<file path="src/rtl/ysyx_23060124_axi_rd_arbiter_if.sv">
// AXI4-Lite read channel (AR/R) bundle. "master" drives AR and rready;
// "slave" answers with arready and the R beat.
interface ysyx_23060124_axi_rd_arbiter_if #(
  parameter int ADDR_WIDTH = 32,
  parameter int DATA_WIDTH = 32
);
  logic [ADDR_WIDTH-1:0] araddr;
  logic                  arvalid;
  logic                  arready;
  logic [DATA_WIDTH-1:0] rdata;
  logic [1:0]            rresp;
  logic                  rvalid;
  logic                  rready;

  modport master (output araddr, arvalid, rready,
                  input  arready, rdata, rresp, rvalid);
  modport slave  (input  araddr, arvalid, rready,
                  output arready, rdata, rresp, rvalid);
endinterface

</file>
<file path="src/rtl/ysyx_23060124_axi_rd_arbiter.sv">
// Two-master (IFU, LSU) to one-slave AXI4-Lite read arbiter, one outstanding
// transaction, round-robin on ties. Write channels do not pass through here.
module ysyx_23060124_axi_rd_arbiter #(
  parameter int ADDR_WIDTH = 32,
  parameter int DATA_WIDTH = 32
) (
  input  logic                                 clk,
  input  logic                                 i_rst,
  ysyx_23060124_axi_rd_arbiter_if.slave        ifu,
  ysyx_23060124_axi_rd_arbiter_if.slave        lsu,
  ysyx_23060124_axi_rd_arbiter_if.master       mem,
  output logic                                 o_grant
);
  typedef enum logic [1:0] {IDLE, ADDR, DATA} state_e;

  state_e                state_q, state_d;
  logic [ADDR_WIDTH-1:0] addr_q, addr_d;
  logic                  grant_q, grant_d;
  logic                  last_q, last_d;
  logic                  sel_lsu;

  always_ff @(posedge clk) begin
    if (i_rst) begin
      state_q <= IDLE;
      addr_q  <= '0;
      grant_q <= 1'b0;
      last_q  <= 1'b1;
    end else begin
      state_q <= state_d;
      addr_q  <= addr_d;
      grant_q <= grant_d;
      last_q  <= last_d;
    end
  end

  // LSU wins only if it is alone or the IFU was served last.
  assign sel_lsu = lsu.arvalid && (!ifu.arvalid || !last_q);

  always_comb begin
    state_d     = state_q;
    addr_d      = addr_q;
    grant_d     = grant_q;
    last_d      = last_q;
    ifu.arready = 1'b0;
    lsu.arready = 1'b0;
    ifu.rvalid  = 1'b0;
    lsu.rvalid  = 1'b0;
    mem.arvalid = 1'b0;
    mem.araddr  = addr_q;
    mem.rready  = 1'b0;
    unique case (state_q)
      IDLE: begin
        if (sel_lsu) begin
          lsu.arready = 1'b1;
          addr_d      = lsu.araddr;
          grant_d     = 1'b1;
          state_d     = ADDR;
        end else if (ifu.arvalid) begin
          ifu.arready = 1'b1;
          addr_d      = ifu.araddr;
          grant_d     = 1'b0;
          state_d     = ADDR;
        end
      end
      ADDR: begin
        mem.arvalid = 1'b1;
        if (mem.arready) state_d = DATA;
      end
      DATA: begin
        if (grant_q) begin
          lsu.rvalid = mem.rvalid;
          mem.rready = lsu.rready;
        end else begin
          ifu.rvalid = mem.rvalid;
          mem.rready = ifu.rready;
        end
        if (mem.rvalid && mem.rready) begin
          last_d  = grant_q;
          state_d = IDLE;
        end
      end
      default: state_d = IDLE;
    endcase
  end

  // R payload is broadcast; only the owner sees rvalid.
  assign ifu.rdata = mem.rdata[DATA_WIDTH-1:0];
  assign lsu.rdata = mem.rdata[DATA_WIDTH-1:0];
  assign ifu.rresp = mem.rresp;
  assign lsu.rresp = mem.rresp;
  assign o_grant   = grant_q;
endmodule

</file>
<file path="src/flat_wrapper.sv">
// flat-port wrapper written by rule: the top's interface ports become plain ports
module ysyx_23060124_axi_rd_arbiter_flat 
#(
  parameter int ADDR_WIDTH = 32,
  parameter int DATA_WIDTH = 32
)
  (clk, i_rst, o_grant, ifu_araddr, ifu_arvalid, ifu_rready, ifu_arready, ifu_rdata, ifu_rresp, ifu_rvalid, lsu_araddr, lsu_arvalid, lsu_rready, lsu_arready, lsu_rdata, lsu_rresp, lsu_rvalid, mem_araddr, mem_arvalid, mem_rready, mem_arready, mem_rdata, mem_rresp, mem_rvalid);
  ysyx_23060124_axi_rd_arbiter_if #(.ADDR_WIDTH(ADDR_WIDTH), .DATA_WIDTH(DATA_WIDTH)) ifu_i ();
  ysyx_23060124_axi_rd_arbiter_if #(.ADDR_WIDTH(ADDR_WIDTH), .DATA_WIDTH(DATA_WIDTH)) lsu_i ();
  ysyx_23060124_axi_rd_arbiter_if #(.ADDR_WIDTH(ADDR_WIDTH), .DATA_WIDTH(DATA_WIDTH)) mem_i ();
  input  logic clk;
  input  logic i_rst;
  output logic o_grant;
  input wire logic [$bits(ifu_i.araddr)-1:0] ifu_araddr;
  input wire logic [$bits(ifu_i.arvalid)-1:0] ifu_arvalid;
  input wire logic [$bits(ifu_i.rready)-1:0] ifu_rready;
  output wire logic [$bits(ifu_i.arready)-1:0] ifu_arready;
  output wire logic [$bits(ifu_i.rdata)-1:0] ifu_rdata;
  output wire logic [$bits(ifu_i.rresp)-1:0] ifu_rresp;
  output wire logic [$bits(ifu_i.rvalid)-1:0] ifu_rvalid;
  input wire logic [$bits(lsu_i.araddr)-1:0] lsu_araddr;
  input wire logic [$bits(lsu_i.arvalid)-1:0] lsu_arvalid;
  input wire logic [$bits(lsu_i.rready)-1:0] lsu_rready;
  output wire logic [$bits(lsu_i.arready)-1:0] lsu_arready;
  output wire logic [$bits(lsu_i.rdata)-1:0] lsu_rdata;
  output wire logic [$bits(lsu_i.rresp)-1:0] lsu_rresp;
  output wire logic [$bits(lsu_i.rvalid)-1:0] lsu_rvalid;
  output wire logic [$bits(mem_i.araddr)-1:0] mem_araddr;
  output wire logic [$bits(mem_i.arvalid)-1:0] mem_arvalid;
  output wire logic [$bits(mem_i.rready)-1:0] mem_rready;
  input wire logic [$bits(mem_i.arready)-1:0] mem_arready;
  input wire logic [$bits(mem_i.rdata)-1:0] mem_rdata;
  input wire logic [$bits(mem_i.rresp)-1:0] mem_rresp;
  input wire logic [$bits(mem_i.rvalid)-1:0] mem_rvalid;
  assign ifu_i.araddr = ifu_araddr;
  assign ifu_i.arvalid = ifu_arvalid;
  assign ifu_i.rready = ifu_rready;
  assign ifu_arready = ifu_i.arready;
  assign ifu_rdata = ifu_i.rdata;
  assign ifu_rresp = ifu_i.rresp;
  assign ifu_rvalid = ifu_i.rvalid;
  assign lsu_i.araddr = lsu_araddr;
  assign lsu_i.arvalid = lsu_arvalid;
  assign lsu_i.rready = lsu_rready;
  assign lsu_arready = lsu_i.arready;
  assign lsu_rdata = lsu_i.rdata;
  assign lsu_rresp = lsu_i.rresp;
  assign lsu_rvalid = lsu_i.rvalid;
  assign mem_araddr = mem_i.araddr;
  assign mem_arvalid = mem_i.arvalid;
  assign mem_rready = mem_i.rready;
  assign mem_i.arready = mem_arready;
  assign mem_i.rdata = mem_rdata;
  assign mem_i.rresp = mem_rresp;
  assign mem_i.rvalid = mem_rvalid;
  ysyx_23060124_axi_rd_arbiter #(.ADDR_WIDTH(ADDR_WIDTH), .DATA_WIDTH(DATA_WIDTH)) u_core (.clk(clk), .i_rst(i_rst), .ifu(ifu_i), .lsu(lsu_i), .mem(mem_i), .o_grant(o_grant));
endmodule
</file>
<file path="config.mk">
export PLATFORM = sky130hd
export DESIGN_NAME = ysyx_23060124_axi_rd_arbiter_flat
export DESIGN_NICKNAME = d
export VERILOG_FILES = /design/src/rtl/ysyx_23060124_axi_rd_arbiter_if.sv /design/src/rtl/ysyx_23060124_axi_rd_arbiter.sv /design/src/flat_wrapper.sv
export SDC_FILE = /design/constraint.sdc
export NUM_CORES = 1
export LEC_CHECK = 0
export ABC_AREA = 1
export CORE_UTILIZATION = 36
export CTS_CLUSTER_SIZE = 20
export DETAILED_ROUTE_END_ITERATION = 10
export PLACE_DENSITY_LB_ADDON = 0.15
export SLEW_MARGIN = 30
export SYNTH_ARGS = -nofsm -noshare
export SYNTH_HDL_FRONTEND = slang
export SYNTH_SLANG_ARGS = --single-unit
export TNS_END_PERCENT = 10
</file>
<file path="constraint.sdc">
create_clock -name clk -period 2.8 [get_ports clk]
set_input_delay 0.56 -clock clk [delete_from_list [all_inputs] [get_ports clk]]
set_output_delay 0.56 -clock clk [all_outputs]
set_load 0.02 [all_outputs]
</file>
## After elaboration in Yosys (flattened, before gate mapping)

Cells that the tools add are included.

- Register bits: 36
- Input bits: 106
- Output and inout port bits: 107
- Logic and storage cells: 41

- Eq/ne operators: 5
- Mux-type cells: 22
- Reduce and logical (&&, ||, !) cells: 10

Operators by type and width:

| cell | number |
|---|---|
| two-way mux 32 bit | 2 |
| two-way mux 1 bit | 15 |
| two-way mux 2 bit | 4 |
| case mux 2 bit (3 select lines) | 1 |
| AND reduction 2 bit | 2 |
| inequality test 3 x 2 -> 1 bit (second input constant) | 1 |
| AND reduction 3 bit | 1 |
| equality test 2 x 1 -> 1 bit (second input constant) | 1 |
| equality test 2 bit (second input constant) | 1 |
| logical AND 1 bit | 2 |
| logical NOT 1 bit | 2 |
| logical NOT 2 bit | 1 |
| inequality test 2 x 1 -> 1 bit (second input constant) | 1 |
| inequality test 2 bit (second input constant) | 1 |
| nonzero test 2 bit | 1 |
| logical OR 1 bit | 1 |

## Longest topological paths before layout

Gate-level depths: netlist of run 1.

- Word-level depth: 5
- Gate-level depth with buffers: 8
- Gate-level depth less buffers: 7

## Least setup slack after synthesis of run 1

No wires, ideal clock.

- Kind: input-to-output
- From: input lsu_arvalid
- To: output ifu_arready
- Arrival time: 1,262 ps
- Required time: 2,240 ps
- Path slack: 978 ps
- Stages: 3
- Path buffers: 2
- Path through: buf_4 clkbuf_1 a21oi_1

- Longest elaborated chain between the ends: 3

Ends and longest elaborated chain:

| what | RTL line | RTL |
|---|---|---|
| start, declared | flat_wrapper.sv:22 | `input wire logic [$bits(lsu_i.arvalid)-1:0] lsu_arvalid;` |
| logical AND 1 bit | ysyx_23060124_axi_rd_arbiter.sv:37 | `assign sel_lsu = lsu.arvalid && (!ifu.arvalid \|\| !last_q);` |
| two-way mux 1 bit | ysyx_23060124_axi_rd_arbiter.sv:53 | `if (sel_lsu) begin` |
| two-way mux 1 bit | ysyx_23060124_axi_rd_arbiter.sv:51 | `unique case (state_q)` |
| end, declared | flat_wrapper.sv:17 | `output wire logic [$bits(ifu_i.arready)-1:0] ifu_arready;` |

No other way between the ends.

## Worst setup path in the final report of run 1

- From: input mem_rvalid
- To: output lsu_rvalid

- Longest elaborated chain between the ends: 2

Ends and longest elaborated chain:

| what | RTL line | RTL |
|---|---|---|
| start, declared | flat_wrapper.sv:34 | `input wire logic [$bits(mem_i.rvalid)-1:0] mem_rvalid;` |
| two-way mux 1 bit | ysyx_23060124_axi_rd_arbiter.sv:70 | `if (grant_q) begin` |
| two-way mux 1 bit | ysyx_23060124_axi_rd_arbiter.sv:51 |  |
| end, declared | flat_wrapper.sv:27 | `output wire logic [$bits(lsu_i.rvalid)-1:0] lsu_rvalid;` |

No other way between the ends.

==> results of run 1 <==
## how the worst max path moves through the flow
stage	endpoint	slack [ns]
floorplan	ifu_arready	0.98
global placement	mem_rready	0.24
detailed placement	mem_rready	0.22
CTS	mem_rready	0.20
global route	lsu_rvalid	0.13
finish	lsu_rvalid	0.22
## cells by family after synthesis
kind of cell | Yosys count | synth area share
AOI/OAI and AO/OA | 4 | 0.00776
buffers and inverters | 135 | 0.307
DFF | 36 | 0.279
and+or+nand+nor | 251 | 0.406
## report_power, final
part           switching [mW]  internal [mW]
Combinational           0.303          0.293
Sequential             0.0316          0.573
Clock                   0.180          0.169
## critical path: stages
cell             delay, ns
clkdlybuf4s50_1       0.48
inv_1                 0.04
nor2_1                0.17
inv_1                 0.08
nor2_1                0.09
clkdlybuf4s50_1       0.61
## cells in the mapped netlist, drive strengths merged
cell type  instances
a21oi              3
o21ai              1
clkinv             1
nor2              70
nand2            113
buf               84
dfxtp             36
clkbuf             6
inv               44
nand3             68
## state kept, by name, summed over array words and instances (netlist names)
register,count
u_core.state_q,2
u_core.mem.araddr,32
u_core.last_q,1
u_core.o_grant,1
## per-stage QoR
step	power (mW)	setup WS (ns)	cells	hold WS (ns)	instance area (um^2)
after floorplan	1.08	0.978	426	0.447	2580
after global placement	1.21	0.239	551	0.466	3260
after detailed placement	1.22	0.216	551	0.469	3260
after CTS	1.58	0.205	558	0.486	3340
after global routing	1.66	0.130	558	0.541	3340
final	1.55	0.221	558	0.482	3340
## cell type report
class	instances	area (um^2)	area share
repair buffers	119	1180	0.354
multi-input cells	255	1070	0.320
flip-flops and latches	36	721	0.216
inverters	45	169	0.0506
well taps	96	120	0.0360
clock buffers	6	72.6	0.0218
clock inverters	1	5.00	0.00150
## layout by cell type, fill, tap and decap left out, drive strengths merged
cell           Yosys  routed
clkinv             1       2
clkbuf             6       6
buf               84       9
o21ai              1       1
nand2            113     113
a21oi              3       3
clkdlybuf4s50      0     110
nand3             68      68
inv               44      44
nor2              70      70
dfxtp             36      36
## layer usage
layer / share of wire / GRT usage / vias up
met5: 0 / 0 / -
met4: 0.013 / 0.0576 / 0
met3: 0.10 / 0.0705 / 13
met2: 0.46 / 0.294 / 99
met1: 0.43 / 0.200 / 1068
li1: - / - / 1292
==> results by group, run 1 <==
Finish
  • Antenna cells: 0
  • Layout cells sized above 1: 0.0433
  • Final nets: 568
  • P&R area growth vs syn: 29.3%
  • # fillers: just over 700
  • Finished Core Util: 0.486

Power
  • LEAKAGE: around 1.6 nW
  • Power Dens Cells: 465 nW/um^2
  • VDD IR max: 0.163 mV

Synthesis
  • Cells after synthesis: roughly 430
  • Post-synth top area share: 0.279
  • Yosys top cell by area: dfxtp_1
  • Post-Syn Area: around 2600 um^2
  • Syn_nets: approximately 530
  • Post-synthesis sequential area ratio: 0.279
  • Distinct cells, synth: 14
  • Top cells by area, synth: dfxtp_1, buf_4, nand2_1
  • #FFs+latches synth: 36
  • Mapped Avg Cell Area: around 6.1 um^2
  • Syn. warnings: 0

Setup path
  • R2r endpoint: u_core.mem.araddr[13]
  • FF-to-FF Start: u_core.last_q
  • Crit path required time: between 2 and 2.5 ns
  • CP startpoint: mem_rvalid
  • Worst Path Arrival: about 2.0 ns
  • Crit path kind: input port to output pin
  • Worst Path Max Fanout: 3
  • Worst Setup Start Kind: input port
  • Critical Path End Type: output pin
  • R2R Setup Slk: ~1.2 ns
  • Reg2Reg Depth: 8

Global routing
  • GRT overflow: 0
  • Largest net degree at the start of global routing: 34
  • Initial antenna violation count: 0
  • Vias in the first global route: 2238
  • First-pass GRT wire length: between 10 and 15 mm
  • Overall routing resource usage: 0.174

Clock tree
  • Worst skew pair latency: 0.29 ns
  • H-Tree Depth: 2
  • CTS clock-pin slew for the worst setup and hold paths: roughly 0.070 ns
  • Root Driver: clkbuf_8
  • TritonCTS clock tree: done
  • Post-CTS resize count: 0
  • Clk buf depth: 2
  • Clk sinks: 36
  • CTS Hold Bufs: 0
  • Post-CTS setup buffers: 0
  • Num CTS Buffers: 5

STA
  • Fin. Hold Viols: 0
  • Rel. slew slack: 0.738
  • Crit share post-route: 0.921
  • Fmax: between 0.3 and 0.4 GHz
  • Final setup viols: 0
  • Slew at the pin closest to its max-slew limit: 0.390 ns
  • Clock skew after layout: 0.00383 ns
  • Final min period: approximately 2.6 ns
  • Final Max Slew Viols: 0
  • RSZ-0062 raised after global routing: no
  • Setup_tns: 0 ns

Hold path
  • Hold EP: u_core.last_q
  • Worst hold path startpoint: u_core.last_q
  • Hold depth: 2
  • Worst Hold Class: flop to flop

Place
  • Buffers added on ports: 110
  • DPL Wire Length: between 4 and 5 mm
  • Placer Congestion: between 0.7 and 0.8

Run
  • MaxCap Viol Count: 0

Route
  • First-pass iteration count of the detailed router: 4
  • DRC Markers: 0
  • Final wirelength: around 6.4 mm
  • Number of DRC markers in iteration 0: 81
  • Final ANT Viol Nets: 0
  • Routed vias: approximately 2500
  • Routed wire length per instance: 11.4 um
  • Drt via density: around 4.4

Die
  • # IOs: about 210
  • # rows: 30
  • Die area: 7510 um^2
  • Core ar.: 6870 um^2
  • Die width: just under 90 um
  • DIE HEIGHT: 86.7 um
  • Initial cell density of the core: 0.376

Status
  • Status: finished clean
Note: power is estimated with default switching activity, not from simulation.
==> inputs of run 2 (changes only) <==
- CORE_ASPECT_RATIO: unset -> 0.8
==> results by group, run 2 (synthesized netlist as in run 1, its figures left out) <==
STA
  • Rel. slew slack: 0.720 (-0.0180)
  • Slew at the pin closest to its max-slew limit: 0.417 ns (+0.0269 ns)
  • Crit share post-route: 0.932 (+0.0110)
  • Final Max Slew Viols: 0 (unchanged)
  • Fmax: 0.383 GHz (-1.2%)
  • Final min period: 2.61 ns (+0.0308 ns)
  • Clock skew after layout: 0.00310 ns (-0.000732 ns)
  • Hold slack: 0.509 ns (+0.0270 ns)
  • Setup_tns: 0 ns (unchanged)
  • Fin. Hold Viols: 0 (unchanged)
  • RSZ-0062 raised after global routing: no
  • Final setup viols: 0 (unchanged)

Setup path
  • Worst Path Arrival: 2.05 ns (+0.03 ns)
  • Worst Path Max Fanout: 2 (-1)
  • Buffers & Inverters on Critical Path: 4 (unchanged)
  • Critical Path End Type: output pin
  • Crit-path cells: clkdlybuf4s50_1 -> inv_1 -> o21ai_0 -> inv_1 -> nor2_1 -> clkdlybuf4s50_1
  • Crit-path leading delay family: buffers and inverters
  • Crit path kind: input port to output pin
  • Worst Setup Start Kind: input port
  • Crit path required time: 2.24 ns (about the same)
  • Critical path's largest stage delay: 0.61 ns (about the same)
  • Slowest library cell on the worst path: clkdlybuf4s50_1

Global routing
  • Vias in the first global route: 2249 (+0.49%)
  • Largest net degree at the start of global routing: 34 (unchanged)
  • Initial antenna violation count: 0 (unchanged)
  • First-pass GRT wire length: 11.0 mm (+7.0%)
  • GRT overflow: 0 (unchanged)
  • Overall routing resource usage: 0.181 (+0.00682)

Place
  • Post-DP Area: 3240 um^2 (-0.58%)
  • DPL Wire Length: 4.98 mm (+9.3%)
  • Placer Congestion: 0.787 (+9.4%)
  • Buffers added on ports: 110 (unchanged)

Clock tree
  • CTS clock-pin slew for the worst setup and hold paths: 0.07 ns (about the same)
  • Clk buf depth: 2 (unchanged)
  • Root Driver: clkbuf_8
  • CTS Hold Bufs: 0 (unchanged)
  • Post-CTS resize count: 0 (unchanged)
  • Num CTS Buffers: 5 (unchanged)
  • Worst skew pair latency: 0.28 ns (about the same)
  • H-Tree Depth: 2 (unchanged)
  • Clk sinks: 36 (unchanged)
  • Post-CTS setup buffers: 0 (unchanged)
  • TritonCTS clock tree: done

Route
  • First-pass iteration count of the detailed router: 4 (unchanged)
  • Final wirelength: 6.87 mm (+7.5%)
  • Routed vias: 2453 (-0.77%)
  • DRC Markers: 0 (unchanged)
  • Drt via density: 4.47 (+0.86%)
  • Number of DRC markers in iteration 0: 105 (+30%)
  • Routed wire length per instance: 12.5 um (+9.3%)
  • Final ANT Viol Nets: 0 (unchanged)

Die
  • Die area: 7510 um^2 (about the same)
  • # rows: 27 (-10%)
  • Die width: 96.7 um (+12%)
  • # IOs: 213 (unchanged)
  • Core ar.: 6890 um^2 (+0.33%)
  • Initial cell density of the core: 0.374 (-0.00123)
  • DIE HEIGHT: 77.7 um (-10%)

Power
  • Sequential share of power: 0.382 (-0.008)
  • VDD IR max: 0.191 mV (+17%)
  • Switch Pwr: 0.517 mW (+0.39%)
  • Power Dens Cells: 475 nW/um^2 (+2.3%)
  • LEAKAGE: 1.61 nW (about the same)
  • Sw frac: 0.327 (-0.00557)
  • Internal power: 1.07 mW (+3.0%)
  • Total power: 1.58 mW (+2.1%)
  • Power share of the clock group: 0.241 (+0.015)
  • Logic pwr share: 0.377 (-0.007)

Finish
  • Antenna cells: 0 (unchanged)
  • Reg area: 721 um^2 (unchanged)
  • # fillers: 766 (+7.0%)
  • Layout cells sized above 1: 0.0411 (-0.00216)
  • Final nets: 567 (-0.18%)
  • Number of flip-flops in the largest register: 32 (unchanged)
  • P&R area growth vs syn: 29.0%
  • Final Cell Area: 3330 um^2 (-0.19%)
  • Area occupied by multi-input gates: 1070 um^2 (unchanged)
  • Most frequent cells in the layout: nand2_1, clkdlybuf4s50_1, nor2_1, nand3_1, inv_1

Run
  • MaxCap Viol Count: 0 (unchanged)

Hold path
  • Worst Hold Class: flop to flop

Status
  • Status: finished clean
run 2: cell types whose count changed in the layout (fill, tap and decap cells not counted):
cell | before | now
clkinv_2 | 1 | 0
buf_4 | 8 | 7
clkbuf_1 | 1 | 2
clkbuf_8 | 5 | 6
run 2: layout make-up:
type | count | share of cell area
well taps | 87 | 0.0327
clock buffers | 8 | 0.0271
repair buffers | 118 | 0.353
inverters | 45 | 0.0507
multi-input cells | 255 | 0.321
flip-flops and latches | 36 | 0.216
run 2: worst min-delay path: stages, from the launching register on:
cell	delay (ns)
dfxtp_1	0.34
nand2_1	0.07
nand3_1	0.05
run 2: final timing paths:
path	start	depth (start not counted)	endpoint	slack, ns
worst min register to register	u_core.last_q	2	u_core.last_q	0.51
worst max-delay path	ifu_rready	6	mem_rready	0.19
worst max register to register	u_core.last_q	8	u_core.mem.araddr[18]	1.23
worst min-delay path	u_core.last_q	2	u_core.last_q	0.51
run 2: per-layer routing:
layer / global-route usage / vias to the layer above / wire length (um) / part of all wire
li1: - / 1288 / - / -
met1: 0.208 / 1038 / 2890 / 0.42
met2: 0.313 / 99 / 3220 / 0.47
met3: 0.0595 / 28 / 578 / 0.084
met4: 0.0701 / 0 / 180 / 0.026
met5: 0 / - / 0 / 0
run 2: power groups by stage:
stage / clock network (mW) / registers, mW / logic [mW]
finish: 0.382 / 0.605 / 0.596
CTS: 0.397 / 0.605 / 0.604
detailed placement: 0 / 0.617 / 0.602
global placement: 0 / 0.614 / 0.599
global route: 0.416 / 0.613 / 0.660
floorplan: 0 / 0.686 / 0.391
run 2: metrics by stage:
| stage | cells | utilization | worst slack, ns |
|---|---|---|---|
| finish | 549 | 0.483 | 0.190 |
| global route | 549 | 0.483 | 0.0949 |
| CTS | 549 | 0.483 | 0.191 |
| detailed placement | 541 | 0.470 | 0.201 |
| global placement | 541 | 0.470 | 0.244 |
| floorplan | 426 | - | 0.978 |
==> inputs of run 3 (changes only) <==
- CELL_PAD_IN_SITES_DETAIL_PLACEMENT: unset -> 1
- CELL_PAD_IN_SITES_GLOBAL_PLACEMENT: unset -> 1
- CORE_UTILIZATION: 36 -> 20
- TNS_END_PERCENT: 10 -> unset
- clock period: 2.8 -> 2.5 ns (I/O delays scaled with it)
==> results by group, run 3 (synthesized netlist as in run 1, its figures left out) <==
Die
  • Initial cell density of the core: 0.208 (-0.166)
  • Die area: 13400 um^2 (+78%)
  • Core ar.: 12400 um^2 (+80%)
  • Die width: 129 um (+33%)
  • # IOs: 213 (unchanged)
  • DIE HEIGHT: 104 um (+33%)
  • # rows: 36 (+33%)

STA
  • Hold slack: 0.497 ns (-0.0119 ns)
  • RSZ-0062 raised after global routing: no
  • Fmax: roughly 0.42 GHz
  • Setup_tns: 0 ns (unchanged)
  • Rel. slew slack: 0.729 (+0.00901)
  • Crit share post-route: 0.963
  • Fin. Hold Viols: 0 (unchanged)
  • Final setup viols: 0 (unchanged)
  • Final min period: about 2.4 ns
  • Clock skew after layout: 0.00195 ns (-0.00115 ns)
  • Final Max Slew Viols: 0 (unchanged)
  • Slew at the pin closest to its max-slew limit: 0.406 ns (-0.0109 ns)

Hold path
  • Worst Hold Class: flop to flop

Setup path
  • Worst Setup Start Kind: input port
  • Worst Path Arrival: 1.91 ns (-0.14 ns)
  • Crit path required time: 2.00 ns (-0.24 ns)
  • Worst Path Max Fanout: 2 (unchanged)
  • Crit path kind: input port to output pin
  • Critical Path End Type: output pin

Route
  • Final ANT Viol Nets: 0 (unchanged)
  • Final wirelength: 8.21 mm (+20%)
  • Routed vias: 2523 (+2.9%)
  • First-pass iteration count of the detailed router: 4 (unchanged)
  • DRC Markers: 0 (unchanged)
  • Drt via density: 3.97 (-11%)
  • Routed wire length per instance: 12.9 um (+3.2%)
  • Number of DRC markers in iteration 0: 62 (-41%)

Clock tree
  • CTS clock-pin slew for the worst setup and hold paths: 0.05 ns (-0.02 ns)
  • Worst skew pair latency: 0.28 ns (about the same)
  • Clk buf depth: 2 (unchanged)
  • Num CTS Buffers: 5 (unchanged)
  • CTS Hold Bufs: 0 (unchanged)
  • Clk sinks: 36 (unchanged)
  • H-Tree Depth: 2 (unchanged)
  • TritonCTS clock tree: done
  • Root Driver: clkbuf_16
  • Post-CTS setup buffers: 0 (unchanged)

Finish
  • Most frequent cells in the layout: nand2_1, clkdlybuf4s50_1, nor2_1, nand3_1, inv_1
  • Commonest non-fill, non-tap cell in the layout: nand2_1
  • Final nets: 569 (+0.35%)
  • Finished Core Util: 0.283 (-0.200)
  • # fillers: 1550 (+100%)
  • Layout cells sized above 1: 0.0474 (+0.00629)
  • Number of flip-flops in the largest register: 32 (unchanged)
  • P&R area growth vs syn: 35.9%

Place
  • Placer Congestion: 0.711 (-9.7%)
  • DPL Wire Length: 5.76 mm (+16%)
  • Buffers added on ports: 110 (unchanged)

Power
  • Power Dens Cells: 571 nW/um^2 (+20%)
  • Sequential share of power: 0.340 (-0.042)
  • Switch Pwr: 0.635 mW (+23%)
  • VDD IR max: 0.225 mV (+17%)
  • Logic pwr share: 0.342 (-0.035)
  • LEAKAGE: 1.69 nW (+4.5%)
  • Internal power: 1.37 mW (+28%)
  • Power share of the clock group: 0.319 (+0.078)
  • Sw frac: 0.317 (-0.00946)

Global routing
  • Largest net degree at the start of global routing: 34 (unchanged)
  • Initial antenna violation count: 1 (+1)
  • Overall routing resource usage: 0.129 (-0.0523)
  • Vias in the first global route: 2666 (+19%)
  • First-pass GRT wire length: 13.4 mm (+22%)
  • GRT overflow: 0 (unchanged)

Run
  • MaxCap Viol Count: 0 (unchanged)

Status
  • Status: finished clean
run 3: cell count changes in the layout (fill, tap and decap cells not counted), sizes merged:
| cell | change |
|---|---|
| diode | +1 |
| dlygate4sd2 | +1 |
| dlymetal6s2s | +2 |
| clkdlybuf4s50 | -4 |
| buf | +3 |
run 3: path summary, 6_finish.rpt:
check	from	end	slack [ns]	depth (start not counted)
worst max-delay path	mem_rvalid	lsu_rvalid	0.09	6
worst min-delay path	u_core.last_q	u_core.last_q	0.50	2
worst max register to register	u_core.last_q	u_core.mem.araddr[5]	0.88	8
worst min register to register	u_core.last_q	u_core.last_q	0.50	2
run 3: cell type report:
type / instances / area, um^2 / area share
antenna: 1 / 2.50 / 0.000714
clock buffer: 8 / 146 / 0.0417
inverter: 45 / 169 / 0.0482
multi-input combinational: 255 / 1070 / 0.304
sequential: 36 / 721 / 0.205
tap: 171 / 214 / 0.0610
timing repair buffer: 120 / 1190 / 0.339
run 3: metrics by stage:
| stage | setup slack (ns) | total power, mW | instance area [um^2] | std cells |
|---|---|---|---|---|
| floorplan | 0.798 | 1.21 | 2580 | 426 |
| global placement | 0.0607 | 1.38 | 3350 | 627 |
| detailed placement | 0.00352 | 1.39 | 3350 | 627 |
| CTS | 0.0394 | 2.06 | 3500 | 635 |
| global route | 0.0355 | 2.15 | 3500 | 635 |
| finish | 0.0923 | 2.00 | 3510 | 636 |
run 3: critical path, stage by stage:
cell	delay (ns)
clkdlybuf4s50_1	0.48
inv_1	0.04
nor2_1	0.13
inv_1	0.07
nor2_1	0.08
clkdlybuf4s50_1	0.60
run 3: repair_timing:
item | CTS | global route
endpoints found under the setup margin | 1 | 2
gates resized for setup | 1 | 2
gates cloned | 0 | 0
run 3: power by group through the flow:
stage               sequential, mW  combinational [mW]  clock (mW)
finish                       0.680               0.685       0.638
global route                 0.689               0.768       0.695
CTS                          0.682               0.702       0.677
detailed placement           0.694               0.699           0
global placement             0.691               0.692           0
floorplan                    0.768               0.438           0
run 3: layer usage:
metal  GRT usage  routed length (um)  vias up
li1            -                   -     1296
met5           0                   0        -
met2       0.203                3540       85
met4      0.0378                  91        0
met3      0.0496                 693       10
met1       0.161                3880     1132
